<file path="config.mk">
export PLATFORM = sky130hd
export DESIGN_NAME = execute32
export DESIGN_NICKNAME = d
export VERILOG_FILES = /design/src/rtl/execute32.sv
export SDC_FILE = /design/constraint.sdc
export NUM_CORES = 2
export LEC_CHECK = 0
export BUFFER_PORTS_ARGS = -buffer_cell sky130_fd_sc_hd__buf_2
export CAP_MARGIN = 20
export CORE_MARGIN = 2
export CORE_UTILIZATION = 45
export CTS_CLUSTER_SIZE = 30
export DETAILED_ROUTE_END_ITERATION = 10
export GPL_TIMING_DRIVEN = 0
export HOLD_SLACK_MARGIN = 0.15
export PLACE_DENSITY = 0.59
export SLEW_MARGIN = 15
export SYNTH_ARGS = -nofsm -noshare
export SYNTH_HDL_FRONTEND = slang
export SYNTH_SLANG_ARGS = --single-unit
</file>
<file path="constraint.sdc">
create_clock -name clock -period 12.9 [get_ports clock]
set_clock_uncertainty 0.05 [all_clocks]
set_input_delay 1.935 -clock clock [delete_from_list [all_inputs] [get_ports clock]]
set_output_delay 1.935 -clock clock [all_outputs]
set_load 0.05 [all_outputs]
</file>
<file path="src/rtl/execute32.sv">
// execute32: EX stage of the Minisys-1A pipeline (forwarding, ALU, shifter, HI/LO).
// Define DIVIDER_EN to build the sequential divider; without it DIV/DIVU leave HI/LO untouched.
module execute32 #(
  parameter int DIV_CYCLES = 32
) (
  input  logic        clock,
  input  logic        reset,
  input  logic [31:0] EX_opcplus4,
  input  logic [31:0] EX_A,
  input  logic [31:0] EX_B,
  input  logic [31:0] EX_rd_data,
  input  logic [31:0] EX_IMM,
  input  logic [5:0]  EX_func,
  input  logic [5:0]  EX_op,
  input  logic [4:0]  EX_shamt,
  input  logic [4:0]  EX_write_address_0,
  input  logic [4:0]  EX_write_address_1,
  input  logic [1:0]  EX_Aluop,
  input  logic        EX_Sftmd,
  input  logic        EX_Div,
  input  logic        EX_Alusrc,
  input  logic [1:0]  AluAsrc,
  input  logic [1:0]  AluBsrc,
  input  logic [1:0]  AluMsrc,
  input  logic        EX_I_format,
  input  logic        EX_Jrn,
  input  logic        EX_Jalr,
  input  logic        EX_Jal,
  input  logic        EX_Regdst,
  input  logic        EX_Mfhi,
  input  logic        EX_Mflo,
  input  logic        EX_Mthi,
  input  logic        EX_Mtlo,
  input  logic [31:0] EX_MEM_ALU_result,
  input  logic [31:0] Wdata,
  output logic [31:0] rd_data,
  output logic        EX_stall,
  output logic        Zero,
  output logic        Positive,
  output logic        Negative,
  output logic        Overflow,
  output logic        Div_0,
  output logic [4:0]  Waddr,
  output logic [31:0] EX_ALU_result,
  output logic [31:0] EX_rt_data
);

  function automatic logic [31:0] fwd_sel(input logic [1:0] sel, input logic [31:0] reg_val,
                                          input logic [31:0] mem_val, input logic [31:0] wb_val);
    case (sel)
      2'b01:   return mem_val;
      2'b10:   return wb_val;
      default: return reg_val;
    endcase
  endfunction

  logic [31:0] a_fwd, b_fwd, imm_ext, alu_b, add_res, sub_res, alu_out, shift_out;
  logic [31:0] hi, lo, div_hi, div_lo;
  logic [4:0]  sh_amt;
  logic        zero_ext, ovf_add, ovf_sub, alu_ovf, r_type, mult_op, div_zero, div_we;
  logic signed [65:0] product;

  assign a_fwd      = fwd_sel(AluAsrc, EX_A, EX_MEM_ALU_result, Wdata);
  assign b_fwd      = fwd_sel(AluBsrc, EX_B, EX_MEM_ALU_result, Wdata);
  assign EX_rt_data = fwd_sel(AluMsrc, EX_B, EX_MEM_ALU_result, Wdata);

  // Logical immediates and SLTIU treat the 16-bit field as unsigned.
  assign zero_ext = (EX_op == 6'b001100) || (EX_op == 6'b001101) ||
                    (EX_op == 6'b001110) || (EX_op == 6'b001011);
  assign imm_ext  = zero_ext ? {16'h0000, EX_IMM[15:0]} : EX_IMM;
  assign alu_b    = EX_Alusrc ? imm_ext : b_fwd;

  assign add_res = a_fwd + alu_b;
  assign sub_res = a_fwd - alu_b;
  assign ovf_add = (a_fwd[31] == alu_b[31]) && (add_res[31] != a_fwd[31]);
  assign ovf_sub = (a_fwd[31] != alu_b[31]) && (sub_res[31] != a_fwd[31]);

  // NOTE: every always_comb output gets a default first so no path infers a latch.
  always_comb begin
    alu_out = '0;
    alu_ovf = 1'b0;
    case (EX_Aluop)
      2'b00: alu_out = add_res;
      2'b01: alu_out = sub_res;
      2'b10: begin
        if (EX_I_format) begin
          case (EX_op[2:0])
            3'b000: begin alu_out = add_res; alu_ovf = ovf_add; end
            3'b001: alu_out = add_res;
            3'b010: alu_out = {31'b0, $signed(a_fwd) < $signed(alu_b)};
            3'b011: alu_out = {31'b0, a_fwd < alu_b};
            3'b100: alu_out = a_fwd & alu_b;
            3'b101: alu_out = a_fwd | alu_b;
            3'b110: alu_out = a_fwd ^ alu_b;
            default: alu_out = {EX_IMM[15:0], 16'h0000};
          endcase
        end else begin
          case (EX_func)
            6'b100000: begin alu_out = add_res; alu_ovf = ovf_add; end
            6'b100001: alu_out = add_res;
            6'b100010: begin alu_out = sub_res; alu_ovf = ovf_sub; end
            6'b100011: alu_out = sub_res;
            6'b100100: alu_out = a_fwd & alu_b;
            6'b100101: alu_out = a_fwd | alu_b;
            6'b100110: alu_out = a_fwd ^ alu_b;
            6'b100111: alu_out = ~(a_fwd | alu_b);
            6'b101010: alu_out = {31'b0, $signed(a_fwd) < $signed(alu_b)};
            6'b101011: alu_out = {31'b0, a_fwd < alu_b};
            default:   alu_out = '0;
          endcase
        end
      end
      default: alu_out = '0;
    endcase
  end

  // Variable shifts take the amount from rs; fixed shifts from the shamt field.
  assign sh_amt = EX_func[2] ? a_fwd[4:0] : EX_shamt;
  always_comb begin
    shift_out = '0;
    case (EX_func[1:0])
      2'b00:   shift_out = b_fwd << sh_amt;
      2'b10:   shift_out = b_fwd >> sh_amt;
      2'b11:   shift_out = $signed(b_fwd) >>> sh_amt;
      default: shift_out = '0;
    endcase
  end

  assign EX_ALU_result = EX_Sftmd ? shift_out : alu_out;
  assign Overflow      = ~EX_Sftmd & alu_ovf;
  assign Zero          = (EX_ALU_result == 32'h0);
  assign Negative      = a_fwd[31];
  assign Positive      = ~a_fwd[31] & (a_fwd != 32'h0);

  assign Waddr   = EX_Jal ? 5'd31 : ((EX_Regdst || EX_Jalr) ? EX_write_address_1 : EX_write_address_0);
  assign rd_data = (EX_Jal || EX_Jalr) ? EX_opcplus4 :
                   EX_Mfhi ? hi : EX_Mflo ? lo : EX_ALU_result;

  assign r_type   = (EX_Aluop == 2'b10) && !EX_I_format;
  assign mult_op  = r_type && (EX_func[5:1] == 5'b01100);
  assign product  = $signed({~EX_func[0] & a_fwd[31], a_fwd}) * $signed({~EX_func[0] & b_fwd[31], b_fwd});
  assign div_zero = (b_fwd == 32'h0);
  assign Div_0    = EX_Div & div_zero;

`ifdef DIVIDER_EN
  typedef enum logic {DIV_IDLE, DIV_BUSY} div_state_t;
  localparam int CNT_W = $clog2(DIV_CYCLES + 1);

  div_state_t       div_state, div_state_next;
  logic [CNT_W-1:0] div_cnt;
  logic [31:0]      div_rem, div_quo, div_dvs, rem_nx, quo_nx, a_mag, b_mag;
  logic [32:0]      trial;
  logic             div_start, div_last, div_done, neg_q, neg_r, a_neg, b_neg;

  always_ff @(posedge clock or negedge reset) begin
    if (!reset) div_state <= DIV_IDLE;
    else        div_state <= div_state_next;
  end

  always_comb begin
    div_state_next = div_state;
    div_start      = 1'b0;
    div_last       = 1'b0;
    case (div_state)
      DIV_IDLE: if (EX_Div && !div_done && !div_zero) begin
        div_start      = 1'b1;
        div_state_next = DIV_BUSY;
      end
      DIV_BUSY: if (div_cnt == CNT_W'(DIV_CYCLES - 1)) begin
        div_last       = 1'b1;
        div_state_next = DIV_IDLE;
      end
    endcase
  end

  assign a_neg = ~EX_func[0] & a_fwd[31];
  assign b_neg = ~EX_func[0] & b_fwd[31];
  assign a_mag = a_neg ? -a_fwd : a_fwd;
  assign b_mag = b_neg ? -b_fwd : b_fwd;

  // One restoring step: shift the next dividend bit in, keep the difference if it did not go negative.
  assign trial  = {div_rem, div_quo[31]} - {1'b0, div_dvs};
  assign rem_nx = trial[32] ? {div_rem[30:0], div_quo[31]} : trial[31:0];
  assign quo_nx = {div_quo[30:0], ~trial[32]};

  // NOTE: sequential state uses non-blocking assignments so every register samples pre-edge values.
  always_ff @(posedge clock or negedge reset) begin
    if (!reset) begin
      div_rem  <= '0;
      div_quo  <= '0;
      div_dvs  <= '0;
      div_cnt  <= '0;
      neg_q    <= 1'b0;
      neg_r    <= 1'b0;
      div_done <= 1'b0;
    end else begin
      div_done <= div_last;
      if (div_start) begin
        div_rem <= '0;
        div_quo <= a_mag;
        div_dvs <= b_mag;
        div_cnt <= '0;
        neg_q   <= a_neg ^ b_neg;
        neg_r   <= a_neg;
      end else if (div_state == DIV_BUSY) begin
        div_rem <= rem_nx;
        div_quo <= quo_nx;
        div_cnt <= div_cnt + CNT_W'(1);
      end
    end
  end

  assign div_we   = div_last;
  assign div_hi   = neg_r ? -rem_nx : rem_nx;
  assign div_lo   = neg_q ? -quo_nx : quo_nx;
  assign EX_stall = EX_Div & ~div_done & ~div_zero;
`else
  assign div_we   = 1'b0;
  assign div_hi   = '0;
  assign div_lo   = '0;
  assign EX_stall = 1'b0;
`endif

  always_ff @(posedge clock or negedge reset) begin
    if (!reset) begin
      hi <= '0;
      lo <= '0;
    end else if (div_we) begin
      hi <= div_hi;
      lo <= div_lo;
    end else if (mult_op) begin
      hi <= product[63:32];
      lo <= product[31:0];
    end else begin
      if (EX_Mthi) hi <= a_fwd;
      if (EX_Mtlo) lo <= a_fwd;
    end
  end

  logic unused_bits;
  assign unused_bits = &{1'b0, EX_rd_data, EX_Jrn, product[65:64]};

endmodule

</file>
==> impl_metrics.yaml <==
status:
  status: "finished, violations left"
  violations: "negative setup slack"
clock_network:
  cts.sinks: 64
  tritoncts: "done"
  cts_made_buffers: 9
  cts_buffer_depth: 2
  h-tree-depth: 3
  cts_root_buf: "clkbuf_16"
  clk_latency_ns: 0.35
  hold_buffers: 0
  clkTransAtPathRegs_ns: 0.06
sta:
  fin_ws_ns: -0.514
  setup_viol: 5
  grt_setup_unrepaired: "true"
  hold_violations: 0
  relSlewSlack_pct: 9.46
  max_freq_ghz: 0.0746
  worst_pin_slew_ns: 1.36
  final_min_period_over_clock_period_pct: 104
  period_minus_slack_ns: 13.41
  slew_violations: 0
worst_setup_path:
  timing.rr.end: "hi[11]"
  crit_arrival_ns: 11.43
  rr_worst_depth: 3
  endpoint_kind: "output pin"
  r2r-start: "hi[11]"
  required_ns: 10.91
  crit_type: "in -> out"
  crit_fanout: 10
  cp-start-kind: "primary input"
  r2r_setup_slack_ns: 11.79
drt:
  initialDrtViolationCount: 8687
  wl_per_cell_um: 35.8
  drc: 0
  viasPerCell: 6.46
  dr_total_vias: 58704
  postRouteAntennaNets: 0
  dr.pass1.iters: 7
  wirelength_um: 325000
yosys:
  yosys-top-cells-area: "fa_1, inv_1, nand2_1"
  syn_nets: 8739
  ys_warn_count: 0
  synth_edf_count: 0
  yosysMostFrequentCell: "inv_1"
  yosys.area.top_type: "fa_1"
  synth.avg_cell_area_sq_um: 7.92
  synth_seq_cells: 64
  synthArstFlopShare_pct: 100
  ys_types: 100
  synthTopCellsByCount: "inv_1, fa_1, nand2_1"
  yosysTopAreaCellShare_pct: 40.5
  synth_area_sq_um: 55600
  synth_cells: 7025
  synth-seq-area-share_pct: 2.88
  ys.flop_type: "dfrtp_1"
layout:
  syn_to_final_growth_pct: 9.69
  fillCellCount: 12493
  multi_input_area_sq_um: 47900
  finalNetCount: 9120
  drive_above_1_share_pct: 10.0
  ff_latch_area_sq_um: 1600
floorplan:
  dieArea_sq_um: 126000
  std_cell_rows: 129
  io_pins: 380
  initial_core_util_pct: 45.2
  core_sq_um: 123000
  die_h_um: 356
  die_x_um: 356
global_route:
  grt-busiest-layer: "met2"
  grt_pass1_vias: 56914
  overflow: 0
  grt_max_degree: 34
  grt_pass1_wl_um: 445000
  grt_util_all_layers_pct: 50.9
  grtUsageMet2_pct: 71.1
  antenna_found_initial: 63
  gr-usage-met3_pct: 20.7
  use_met1_pct: 62.0
placed_design:
  dp_hpwl_um: 273000
  gp_congestion: 1.16
  dp_slack_ns: -2.79
  portBuffers: 333
run:
  cap_violations: 0
worst_hold_path:
  holdPathEnd: "lo[27]"
  holdPathStages: 2
  min_path_type: "reg -> reg"
  hold_start: "lo[27]"
[through the flow]
step / cell area (sq um) / setup TNS, ns / utilization (%) / hold WS [ns] / cells
finish: 61000 / -1.04 / 49.6 / 0.528 / 9084
global route: 61000 / -0.379 / 49.5 / 0.557 / 9052
CTS: 60800 / 0 / 49.3 / 0.524 / 9044
detailed placement: 59900 / -55.46 / 48.7 / 0.511 / 9027
global placement: 59400 / -89.50 / 48.2 / 0.508 / 8995
floorplan: 55600 / 0 / - / 0.431 / 7025
[kinds of logic after synthesis]
kind of cell / count (synthesis) / synth area share, %
buf+inv: 1717 / 11.7
compound gates: 1317 / 15.5
other cells: 1 / 0.00674
flops: 64 / 2.88
fa+ha+maj: 1441 / 47.6
mux: 240 / 4.68
simple gates: 2113 / 15.6
xor+xnor: 132 / 2.08
[layout by cell type, fill, tap and decap left out, types with 64 or more instances in the layout]
master,n
a21oi_1,288
a22oi_1,115
buf_2,375
clkbuf_1,234
clkbuf_2,93
dfrtp_1,64
fa_1,1125
ha_1,314
inv_1,1227
mux2i_1,198
nand2_1,1109
nand3_1,64
nor2_1,666
nor3_1,64
o21ai_0,284
xnor2_1,95
[worst max-delay path by stage]
stage / startpoint / endpoint / cells past startpoint
after floorplan: AluAsrc[0] / hi[30] / 37
after CTS: AluBsrc[0] / hi[30] / 37
after detailed placement: AluAsrc[0] / hi[23] / 38
final: AluAsrc[0] / Zero / 24
after global routing: AluBsrc[0] / hi[27] / 36
after global placement: AluAsrc[0] / hi[23] / 34
[cell type report]
class	count	area share, %
multi-input cells	5244	78.6
inverters	1257	7.77
repair buffers	377	3.55
plain buffers	453	3.49
well taps	1637	3.36
flip-flops and latches	64	2.62
clock buffers	10	0.392
diodes	36	0.148
clock inverters	6	0.111
[repair_timing]
action | 4_1_cts | 5_1_grt
pin swaps | 3 | 3
resized for setup | 202 | 101
cloned | 0 | 0
buffers inserted | 6 | 1
endpoints found under the setup margin | 40 | 16
[worst max-delay path: stages]
cell and delay [ns]:
buf_2 0.10, inv_1 0.04, ha_1 0.46, buf_4 0.27, clkbuf_4 0.31, buf_4 0.31, nor2_1 0.08, a21o_1 0.27
clkbuf_1 0.60, ha_1 0.55, fa_1 0.59, a211oi_1 0.42, o21ai_1 0.30, a221oi_1 0.92, o2bb2ai_1 0.30, nor3_1 0.21
a31oi_1 0.09, xnor2_1 0.66, o2111ai_1 0.64, or3_1 0.56, nor4_1 0.52, nand4b_1 0.20, nor4_2 0.60, buf_2 0.42
[state kept, by name (all words and copies together) (netlist names)]
name,cells
hi,32
lo,32
[layer usage]
metal | wire, um | vias up
met2 | 130000 | 4889
met3 | 48700 | 1251
li1 | - | 23191
met4 | 31200 | 52
met1 | 114000 | 29321
met5 | 463 | -
Power is left out: the tool's default activity adds up to more than one toggle a clock period on the data nets, which glitch-free logic cannot reach.
